--- src/rtl/fdiv_ctrl_if.sv ---
// Request/response bundle between issue, the FDIV sequencer and writeback.
// Handshakes are strict valid/ready: a transfer happens on a clock edge where valid and ready are both high.
interface fdiv_ctrl_if #(
    parameter int TAGW = 5,
    parameter int DW   = 33
);
    logic            req_valid;
    logic [TAGW-1:0] req_tag;
    logic            req_ready;
    logic            flush;
    logic            dp_issue;
    logic [DW-1:0]   dp_res;
    logic            resp_valid;
    logic [TAGW-1:0] resp_tag;
    logic [DW-1:0]   resp_data;
    logic            resp_ready;
    logic            busy;

    modport slave (
        input  req_valid, req_tag, flush, dp_res, resp_ready,
        output req_ready, dp_issue, resp_valid, resp_tag, resp_data, busy
    );

    modport master (
        output req_valid, req_tag, flush, dp_res, resp_ready,
        input  req_ready, dp_issue, resp_valid, resp_tag, resp_data, busy
    );
endinterface

--- src/rtl/fdiv_ctrl.sv ---
// Sequencer for a fixed-latency FP divider: tracks in-flight tags in a shift register
// and buffers {tag, result} in a credit-protected in-order FIFO.
module fdiv_ctrl #(
    parameter int LAT   = 28,
    parameter int DEPTH = 4,
    parameter int TAGW  = 5,
    parameter int DW    = 33
) (
    input  logic        clk,
    input  logic        rst,
    fdiv_ctrl_if.slave  io
);
    localparam int AW = (DEPTH > 1) ? $clog2(DEPTH) : 1;
    localparam int CW = $clog2(DEPTH + 1);
    localparam int EW = TAGW + DW;

    logic [LAT-1:0]  stg_vld_q, stg_vld_d;
    logic [TAGW-1:0] stg_tag_q [LAT];
    logic [TAGW-1:0] stg_tag_d [LAT];
    logic [EW-1:0]   mem_q [DEPTH];
    logic [EW-1:0]   mem_d [DEPTH];
    logic [AW-1:0]   wr_ptr_q, wr_ptr_d;
    logic [AW-1:0]   rd_ptr_q, rd_ptr_d;
    logic [CW-1:0]   inflight_cnt_q, inflight_cnt_d;
    logic [CW-1:0]   fifo_cnt_q, fifo_cnt_d;

    logic            accept;
    logic            complete;
    logic            push;
    logic            pop;
    logic            resp_valid;
    logic [CW:0]     credit_used;
    logic            req_ready;

    // Credits are taken from registered counts, so a pop frees its slot one cycle later.
    always_comb begin
        credit_used = {1'b0, inflight_cnt_q} + {1'b0, fifo_cnt_q};
        req_ready   = !rst && !io.flush && (credit_used < (CW+1)'(DEPTH));
        accept      = io.req_valid && req_ready;
        complete    = stg_vld_q[LAT-1];
        push        = complete && !io.flush;
        resp_valid  = (fifo_cnt_q != '0);
        pop         = resp_valid && io.resp_ready && !io.flush;
    end

    always_comb begin
        stg_vld_d    = {stg_vld_q[LAT-2:0], accept};
        stg_tag_d[0] = io.req_tag;
        for (int i = 1; i < LAT; i++) begin
            stg_tag_d[i] = stg_tag_q[i-1];
        end
        if (io.flush) begin
            stg_vld_d = '0;
        end
    end

    always_comb begin
        inflight_cnt_d = inflight_cnt_q;
        if (accept && !complete) begin
            inflight_cnt_d = inflight_cnt_q + CW'(1);
        end else if (!accept && complete) begin
            inflight_cnt_d = inflight_cnt_q - CW'(1);
        end
        if (io.flush) begin
            inflight_cnt_d = '0;
        end
    end

    // Pointer wrap is free because DEPTH is a power of two; fullness comes from the count.
    always_comb begin
        mem_d      = mem_q;
        wr_ptr_d   = wr_ptr_q;
        rd_ptr_d   = rd_ptr_q;
        fifo_cnt_d = fifo_cnt_q;
        if (push) begin
            mem_d[wr_ptr_q] = {stg_tag_q[LAT-1], io.dp_res};
            wr_ptr_d        = wr_ptr_q + AW'(1);
        end
        if (pop) begin
            rd_ptr_d = rd_ptr_q + AW'(1);
        end
        if (push && !pop) begin
            fifo_cnt_d = fifo_cnt_q + CW'(1);
        end else if (!push && pop) begin
            fifo_cnt_d = fifo_cnt_q - CW'(1);
        end
        if (io.flush) begin
            wr_ptr_d   = '0;
            rd_ptr_d   = '0;
            fifo_cnt_d = '0;
        end
    end

    always_ff @(posedge clk or posedge rst) begin
        if (rst) begin
            stg_vld_q      <= '0;
            wr_ptr_q       <= '0;
            rd_ptr_q       <= '0;
            inflight_cnt_q <= '0;
            fifo_cnt_q     <= '0;
        end else begin
            stg_vld_q      <= stg_vld_d;
            wr_ptr_q       <= wr_ptr_d;
            rd_ptr_q       <= rd_ptr_d;
            inflight_cnt_q <= inflight_cnt_d;
            fifo_cnt_q     <= fifo_cnt_d;
        end
    end

    // Payload storage is qualified by the valid bits and counts, so it needs no reset.
    always_ff @(posedge clk) begin
        stg_tag_q <= stg_tag_d;
        mem_q     <= mem_d;
    end

    logic [EW-1:0] head;

    always_comb begin
        head = resp_valid ? mem_q[rd_ptr_q] : '0;
    end

    assign io.req_ready  = req_ready;
    assign io.dp_issue   = accept;
    assign io.resp_valid = resp_valid;
    assign io.resp_tag   = head[EW-1:DW];
    assign io.resp_data  = head[DW-1:0];
    assign io.busy       = (inflight_cnt_q != '0) || (fifo_cnt_q != '0);
endmodule

--- src/flat_wrapper.sv ---
// flat-port wrapper written by rule: the top's interface ports become plain ports
module fdiv_ctrl_flat 
#(
    parameter int LAT   = 28,
    parameter int DEPTH = 4,
    parameter int TAGW  = 5,
    parameter int DW    = 33
)
  (clk, rst, io_req_valid, io_req_tag, io_flush, io_dp_res, io_resp_ready, io_req_ready, io_dp_issue, io_resp_valid, io_resp_tag, io_resp_data, io_busy);
  fdiv_ctrl_if #(.TAGW(TAGW), .DW(DW)) io_i ();
  input  logic clk;
  input  logic rst;
  input wire logic [$bits(io_i.req_valid)-1:0] io_req_valid;
  input wire logic [$bits(io_i.req_tag)-1:0] io_req_tag;
  input wire logic [$bits(io_i.flush)-1:0] io_flush;
  input wire logic [$bits(io_i.dp_res)-1:0] io_dp_res;
  input wire logic [$bits(io_i.resp_ready)-1:0] io_resp_ready;
  output wire logic [$bits(io_i.req_ready)-1:0] io_req_ready;
  output wire logic [$bits(io_i.dp_issue)-1:0] io_dp_issue;
  output wire logic [$bits(io_i.resp_valid)-1:0] io_resp_valid;
  output wire logic [$bits(io_i.resp_tag)-1:0] io_resp_tag;
  output wire logic [$bits(io_i.resp_data)-1:0] io_resp_data;
  output wire logic [$bits(io_i.busy)-1:0] io_busy;
  assign io_i.req_valid = io_req_valid;
  assign io_i.req_tag = io_req_tag;
  assign io_i.flush = io_flush;
  assign io_i.dp_res = io_dp_res;
  assign io_i.resp_ready = io_resp_ready;
  assign io_req_ready = io_i.req_ready;
  assign io_dp_issue = io_i.dp_issue;
  assign io_resp_valid = io_i.resp_valid;
  assign io_resp_tag = io_i.resp_tag;
  assign io_resp_data = io_i.resp_data;
  assign io_busy = io_i.busy;
  fdiv_ctrl #(.LAT(LAT), .DEPTH(DEPTH), .TAGW(TAGW), .DW(DW)) u_core (.clk(clk), .rst(rst), .io(io_i));
endmodule
--- config.mk ---
export PLATFORM = sky130hd
export DESIGN_NAME = fdiv_ctrl_flat
export DESIGN_NICKNAME = d
export VERILOG_FILES = /design/src/rtl/fdiv_ctrl_if.sv /design/src/rtl/fdiv_ctrl.sv /design/src/flat_wrapper.sv
export SDC_FILE = /design/constraint.sdc
export NUM_CORES = 1
export LEC_CHECK = 0
export CAP_MARGIN = 20
export CORE_MARGIN = 1
export CORE_UTILIZATION = 33
export DETAILED_ROUTE_END_ITERATION = 10
export PLACE_DENSITY_LB_ADDON = 0.1
export SLEW_MARGIN = 20
export SYNTH_ARGS = -nofsm -noshare
export SYNTH_HDL_FRONTEND = slang
export SYNTH_SLANG_ARGS = --single-unit
--- constraint.sdc ---
create_clock -name clk -period 3.2 [get_ports clk]
set_input_delay 0.64 -clock clk [delete_from_list [all_inputs] [get_ports clk]]
set_output_delay 0.64 -clock clk [all_outputs]
set_load 0.05 [all_outputs]
# ---- Yosys cells after proc, flatten, opt, wreduce, memory -nomap -nowiden
# Cells that the tools add are included.
dict set report op_classes {
  mux 18
  addsub 7
  n_reduce_logical 24
  n_lt_le_gt_ge 4
  n_bitwise 2
}
# op n
set ops {}
lappend ops {{$bwmux W152} 1}
lappend ops {{$mux W38} 4}
lappend ops {{$bmux W38 S2} 1}
lappend ops {{$demux W38 S2} 1}
lappend ops {{$mux W28} 1}
lappend ops {{$mux W3} 6}
lappend ops {{$reduce_bool A3 Y1} 4}
lappend ops {{$logic_and A1 B1 Y1} 11}
lappend ops {{$mux W2} 4}
lappend ops {{$add A3 B1 Y3 const B} 2}
lappend ops {{$ge A3 B3 Y1 const B} 2}
lappend ops {{$logic_not A1 Y1} 6}
lappend ops {{$not A2 Y3} 2}
lappend ops {{$sub A3 B1 Y3 const B} 2}
lappend ops {{$add A2 B1 Y2 const B} 2}
lappend ops {{$add A3 B3 Y4} 1}
lappend ops {{$lt A4 B3 Y1 const B} 1}
lappend ops {{$reduce_bool A2 Y1} 2}
lappend ops {{$lt A3 B1 Y1 const B} 1}
lappend ops {{$logic_or A1 B1 Y1} 1}
dict set report word_totals {
  regBits 330
  output_inout_bits 42
  input_bits 43
}

# ---- Longest topological paths before layout
# Gate-level depths: netlist (run 1).
dict set report depth {
  depth_word 9
  ltp_mapped 9
  mapped_depth_nobuf 9
}

# ---- Least setup slack after synthesis (run 1)
# No wires, ideal clock.
dict set report synth_path {
  path_type {input -> register}
  startpoint {input port io_flush}
  endpoint {register u_core.mem_q[0] in the netlist's numbering (enable)}
  required_ps 2801
  arrival_time_ps 1920
  stages 3
  setup_slack_ps 881
  cell_sequence {clkbuf_1 > nor2b_1 > and2_1}
}
dict set report synth_via {
  elab_chain_len 2
}
# element line_no
set synth_rtl {}
lappend synth_rtl {{start: declaration} flat_wrapper.sv:15} ;# input wire logic [$bits(io_i.flush)-1:0] io_flush;
lappend synth_rtl {{$logic_not A1 Y1} fdiv_ctrl.sv:41} ;# push = complete && !io.flush;
lappend synth_rtl {{$logic_and A1 B1 Y1} fdiv_ctrl.sv:41}
lappend synth_rtl {{end signal: assignment} fdiv_ctrl.sv:113} ;# mem_q <= mem_d;
lappend synth_rtl {{end: declaration} fdiv_ctrl.sv:20} ;# logic [EW-1:0] mem_q [DEPTH];
# No other way between the ends.
# A chain may end at the register's enable or synchronous reset.

# ---- Final worst setup path (run 1)
dict set report layout_path {
  startpoint {register u_core.rd_ptr_q[0]}
  endpoint {output port io_resp_tag[1]}
}
dict set report layout_via {
  elab_chain_len 5
}
# element line_no
set layout_rtl {}
lappend layout_rtl {{start: declaration} fdiv_ctrl.sv:23} ;# logic [AW-1:0] rd_ptr_q, rd_ptr_d;
lappend layout_rtl {{start signal: assignment} fdiv_ctrl.sv:104} ;# rd_ptr_q <= rd_ptr_d;
lappend layout_rtl {{$not A2 Y3 (not written as such)} fdiv_ctrl.sv:119} ;# head = resp_valid ? mem_q[rd_ptr_q] : '0;
lappend layout_rtl {{$bmux W38 S2} fdiv_ctrl.sv:119}
lappend layout_rtl {{$mux W38 (not written as such) (2 in series)} fdiv_ctrl.sv:119}
lappend layout_rtl {{$mux W38} fdiv_ctrl.sv:119}
lappend layout_rtl {{end: declaration} flat_wrapper.sv:21} ;# output wire logic [$bits(io_i.resp_tag)-1:0] io_resp_tag;
# No other way between the ends. The select of a mux whose other input is x is not followed.

==> results.toml, run 1 <==
[yosys]
ys.warnings.count = 0
syn_area_mm2 = 0.01021
synth_top_cell_area_share = 0.4471
synth-main-ff-cell = "edfxtp_1"
synthTopCellsByArea = "edfxtp_1, dfxtp_1, dfrtp_1"
syn_avg_cell_area_um2 = 19.30
yosys.area.top_type = "edfxtp_1"
ys_seq_elements = 330
syn_nets = 580
yosysSeqAreaShare = 0.8148
synth_edf_count = 152
async_flop_share = 0.1152
syn_inst = 529
ys_types = 36

[floorplanning]
die_y_um = 177.9
start_util = 0.3346
core_mm2 = 0.03051
dieWidth_um = 177.9
pin_count = 85
die-area_mm2 = 0.03164
row_count = 64

[job]
max_cap_violations = 0

[clock_network]
cts_root_buffer = "clkbuf_16"
cts_buffers = 34
hold_buffers = 0
cts_tree = "done"
cts_sinks = 330
ctsHtreeMaxLevel = 2
postCtsSetupBuffers = 0
clkLatencyLatePin_ns = 0.49
post_cts_resized = 0
clkTransAtPathRegs_ns = 0.06
clock_path_buffers = 3

[layout]
fin_cells = 1058
n_antenna_cell = 0
postLayoutCoreUtil = 0.4294
drive_above_1_share = 0.2266
nets = 688
area_delta_synth_final_pct = 28.32

[drt]
drt_iter0_drc = 254
drt.antenna.violating_nets = 0
drt-vias-per-instance = 4.292
drc = 0
wl_per_cell_um = 15.68
vias = 4541
totalWireLength_um = 16590
firstDrtPassIters = 4

[sta]
whs_ns = 0.3190
period_minus_slack_ns = 2.999
worstMarginPinSlew_ns = 0.6276
finalMaxSlewViolations = 0
final_hold_viol_count = 0
setup_viol = 0
grt_setup_unrepaired = "no"
max_slew_margin = 0.5816
fmax_mhz = 333.4
finalSetupTns_ns = 0
skew_ns = 0.01122
final.period_utilization = 0.9372

[place]
numPortBuffers = 84
place_inst = 997
place_hpwl_um = 9499
place_congestion = 0.7388

[setup_path]
path_class = "flip-flop to primary output"
critPathMaxStageDelay_ns = 0.66
critical_path_required_ns = 2.56
critPathLaunchType = "flip-flop"
timing.rr.end = "u_core.fifo_cnt_q[2]"
cp_slowest_cell = "dfrtp_2"
critPathCaptureType = "primary output"
path_max_fanout = 13
arrival_ns = 2.36
r2r_slack_ns = 0.98
cp_cell_sequence = "buf_4 > mux4_2 > and2_1 > buf_12"
r2r_cells = 7
r2r_start = "u_core.fifo_cnt_q[0]"

[global_route]
grt_pass1_vias = 5011
met3_usage = 0.02935
use_met2 = 0.1840
use_met1 = 0.1362
antenna_found_initial = 0
grt_max_degree = 43
grtUsageTotal = 0.1103
top_usage_layer = "met2"
overflow = 0
grt_pass1_wl_um = 26590

[worst_hold_path]
hold_start = "u_core.stg_tag_d[106]"
min_to = "u_core.stg_tag_d[101]"
hp-class = "flip-flop to flip-flop"
holdPathStages = 0

[outcome]
status = "complete, no violations"

[power_and_ir_drop]
vdd_drop_max_mv = 0.3620
leakagePower_nw = 4.786
total_power_mw = 8.636
p_per_area_mw_per_mm2 = 659.3
-- routing by layer --
metal	vias up	wire (um)
met5	-	0
met4	0	386
met3	33	859
met2	97	7988
met1	2291	7356
li1	2120	-
-- cells in the mapped netlist, types with 2 or more instances --
master,number
fa_1,2
a21oi_1,2
nand3_1,2
nor2_1,13
dfxtp_1,140
buf_4,2
nor3_1,3
a211oi_1,3
dfrtp_1,38
buf_2,6
o21ai_1,4
mux4_2,38
inv_1,8
edfxtp_1,152
nor3b_1,2
xnor2_1,2
buf_6,3
nor2b_1,28
nor3_2,2
nand2_1,5
and2_1,43
clkbuf_1,10
xor2_1,2
ha_1,6
nand2b_1,2
-- final cells by class --
class,instances,area (um2)
Timing Repair Buffer,93,1341
Multi-Input combinational cell,169,1750
Sequential cell,330,8320
Clock inverter,11,132.6
Fill cell,2702,17410
Tap cell,396,495.5
Clock buffer,50,1026
Inverter,9,33.78
-- state kept, by name, indices dropped and copies added, names as in the netlist --
register,count
u_core.fifo_cnt_q,3
u_core.inflight_cnt_q,3
u_core.mem_q,152
u_core.rd_ptr_q,2
u_core.stg_tag_d,135
u_core.stg_tag_q,5
u_core.stg_vld_q,28
u_core.wr_ptr_q,2
-- worst max-delay path, delay by kind of cell, from the launching register on --
family / cells / cell delay (ns)
muxes: 1 / 0.51
DFF: 1 / 0.66
and+or+nand+nor: 1 / 0.23
buffers and inverters: 2 / 0.47
-- kinds of logic after synthesis --
family / after synthesis / share of synthesized area
flops: 330 / 0.8148
mux: 39 / 0.08481
fa+ha+maj: 8 / 0.01128
compound gates: 12 / 0.007721
buf+inv: 30 / 0.01471
simple gates: 105 / 0.06104
xor+xnor: 5 / 0.005638
-- where the power goes --
| group | switching (mW) | internal (mW) |
|---|---|---|
| sequential | 0.0238 | 4.51 |
| combinational | 0.0670 | 0.0639 |
| clock | 1.50 | 2.47 |
| total | 1.59 | 7.04 |
-- worst max path at each step --
| stage | startpoint | endpoint | cells after the start |
|---|---|---|---|
| 2_1_floorplan | io_flush | u_core.mem_q[0] | 3 |
| 3_3_place_gp | io_flush | u_core.mem_q[128] | 3 |
| 3_5_place_dp | io_flush | u_core.mem_q[14] | 3 |
| 4_1_cts | u_core.rd_ptr_q[0] | io_resp_tag[1] | 4 |
| 5_1_grt | u_core.rd_ptr_q[0] | io_resp_tag[1] | 4 |
| 6_report | u_core.rd_ptr_q[0] | io_resp_tag[1] | 4 |
-- layout by cell type, fill, tap and decap left out, drive strengths merged --
cell / netlist / layout
nor3b: 2 / 2
o31ai: 1 / 1
a211oi: 3 / 3
fa: 2 / 2
nand2b: 2 / 2
xor2: 2 / 2
bufinv: 0 / 3
a21oi: 3 / 3
or3: 1 / 1
clkdlybuf4s50: 0 / 42
ha: 6 / 6
dfrtp: 38 / 38
dfxtp: 140 / 140
nor2: 13 / 13
clkinvlp: 0 / 1
nand3: 2 / 2
and3: 1 / 1
nor2b: 28 / 28
mux2i: 1 / 1
edfxtp: 152 / 152
clkinv: 0 / 6
or4: 1 / 1
nand4: 1 / 1
xnor2: 2 / 2
nor4: 1 / 1
and2: 43 / 43
inv: 9 / 10
xnor3: 1 / 1
clkbuf: 10 / 50
nand2: 5 / 5
o21ai: 5 / 5
buf: 11 / 51
mux4: 38 / 38
nor3: 5 / 5
-- metrics by stage --
stage | setup slack, ns | area [um2]
floorplan | 0.8810 | 10210
global placement | 0.4170 | 11940
detailed placement | 0.3688 | 11940
CTS | 0.1298 | 13100
global route | 0.05807 | 13100
finish | 0.2009 | 13100
Power figures use the tool's default switching activity.
==> inputs of run 2 (changes only) <==
--- a/config.mk
+++ b/config.mk
@@ -6,10 +6,12 @@
 export NUM_CORES = 1
 export LEC_CHECK = 0
 export CAP_MARGIN = 20
+export CORE_ASPECT_RATIO = 1.5
 export CORE_MARGIN = 1
 export CORE_UTILIZATION = 33
 export DETAILED_ROUTE_END_ITERATION = 10
 export PLACE_DENSITY_LB_ADDON = 0.1
+export SKIP_CTS_REPAIR_TIMING = 1
 export SLEW_MARGIN = 20
 export SYNTH_ARGS = -nofsm -noshare
 export SYNTH_HDL_FRONTEND = slang
==> run 2 against run 1 <==
Against the previous run: register-to-register slack improved by 0.02 ns; first-iteration DRC count fell by 30%; critical path depth fell by 2; via count fell by 0.84%; clock skew barely moved; wire length rose by 3.4%; worst hold slack improved by 0.0043 ns; largest cell class unchanged; highest routed layer unchanged.
==> results.toml, run 2 (synthesized netlist as in run 1, its figures left out) <==
[layout]
final_area_mm2 = 0.01254
area_delta_synth_final_pct = 22.81
largest-register = "u_core.mem_q"
multi_input_area_mm2 = 0.001747
n_antenna_cell = 0
seq_area_mm2 = 0.008323
postLayoutCoreUtil = 0.4131
final_cell_mix = "edfxtp_1, dfxtp_1, buf_4"
drive_above_1_share = 0.2337
final_common_cell = "edfxtp_1"
nets = 686
fin_cells = 1059
largest_reg_flops = 152
fill_cells = 2707

[clock_network]
cts_buffers = 30
clock_path_buffers = 3
ctsHtreeMaxLevel = 1
cts_root_buffer = "clkbuf_16"
cts_sinks = 330
cts_tree = "done"
clkLatencyLatePin_ns = 0.55
clkTransAtPathRegs_ns = 0.06

[drt]
drt_iter0_drc = 177
firstDrtPassIters = 4
drt-vias-per-instance = 4.252
drc = 0
vias = 4503
wl_per_cell_um = 16.20
totalWireLength_um = 17150
drt.antenna.violating_nets = 0

[floorplanning]
row_count = 78
die-area_mm2 = 0.03166
start_util = 0.3363
die_y_um = 217.4
pin_count = 85
core_mm2 = 0.03035
dieWidth_um = 145.6

[place]
place_congestion = 0.7130
placed_area_mm2 = 0.01152
numPortBuffers = 84
place_hpwl_um = 9616
place_inst = 1003
dp_slack_ns = 0.6056

[global_route]
antenna_found_initial = 0
grt_max_degree = 40
overflow = 0
grt_pass1_vias = 4954
grtUsageTotal = 0.1113
grt_pass1_wl_um = 27400

[setup_path]
cp_cell_sequence = "or3_2 > clkdlybuf4s50_1"
cp_slowest_cell = "clkdlybuf4s50_1"
r2r_slack_ns = 1.00
path_class = "flip-flop to primary output"
arrival_ns = 2.35
cp_top_family = "buffers and inverters"
critPathMaxStageDelay_ns = 0.79
critical_path_required_ns = 2.56
critPathLaunchType = "flip-flop"
critPathCaptureType = "primary output"
cp_num_buf_inv = 1
path_max_fanout = 5

[power_and_ir_drop]
vdd_drop_max_mv = 0.4234
total_power_mw = 8.234
p_per_area_mw_per_mm2 = 656.8
leakagePower_nw = 4.643

[outcome]
status = "complete, no violations"

[sta]
period_minus_slack_ns = 2.993
grt_setup_unrepaired = "no"
whs_ns = 0.3234
finalMaxSlewViolations = 0
setup_viol = 0
final.period_utilization = 0.9353
finalSetupTns_ns = 0
skew_ns = 0.01102
worstMarginPinSlew_ns = 0.6560
fmax_mhz = 334.1
setup_slack_ns = 0.2071
max_slew_margin = 0.5627
final_hold_viol_count = 0

[job]
max_cap_violations = 0

[worst_hold_path]
hp-class = "flip-flop to flip-flop"
-- run 2: cell count changes in the layout (fill, tap and decap cells not counted), sizes merged --
cell,delta
buf,+1
bufinv,-2
clkbuf,-9
clkdlybuf4s50,+1
clkinv,+2
clkinvlp,-1
inv,+5
-- run 2: where the power goes --
part	switching (mW)	leakage [nW]	total (mW)	internal [mW]
Combinational	0.0641	1.06	0.128	0.0641
Sequential	0.0241	3.07	4.53	4.51
Clock	1.54	0.509	3.57	2.04
-- run 2: layout make-up --
type,instances,share of cell area
Tap cell,400,0.03992
Clock buffer,41,0.07056
Inverter,9,0.002695
Clock inverter,15,0.01018
Sequential cell,330,0.6639
Timing Repair Buffer,95,0.07345
Multi-Input combinational cell,169,0.1393
-- run 2: routing by layer --
metal / track usage / wire length (um)
met1: 0.1345 / 7392
met3: 0.02322 / 728
met4: 0.04316 / 388
met2: 0.1946 / 8643
met5: 0 / 0
-- run 2: final timing paths --
path | to | startpoint | depth (start not counted)
setup reg to reg | u_core.fifo_cnt_q[2] | u_core.fifo_cnt_q[2] | 6
hold reg to reg | u_core.stg_tag_d[111] | u_core.stg_tag_d[116] | 0
min in group asynchronous | u_core.inflight_cnt_q[0] | rst | 3
hold / removal | u_core.stg_tag_d[111] | u_core.stg_tag_d[116] | 0
setup / recovery | io_resp_valid | u_core.fifo_cnt_q[2] | 2
max in group asynchronous | u_core.rd_ptr_q[0] | rst | 3
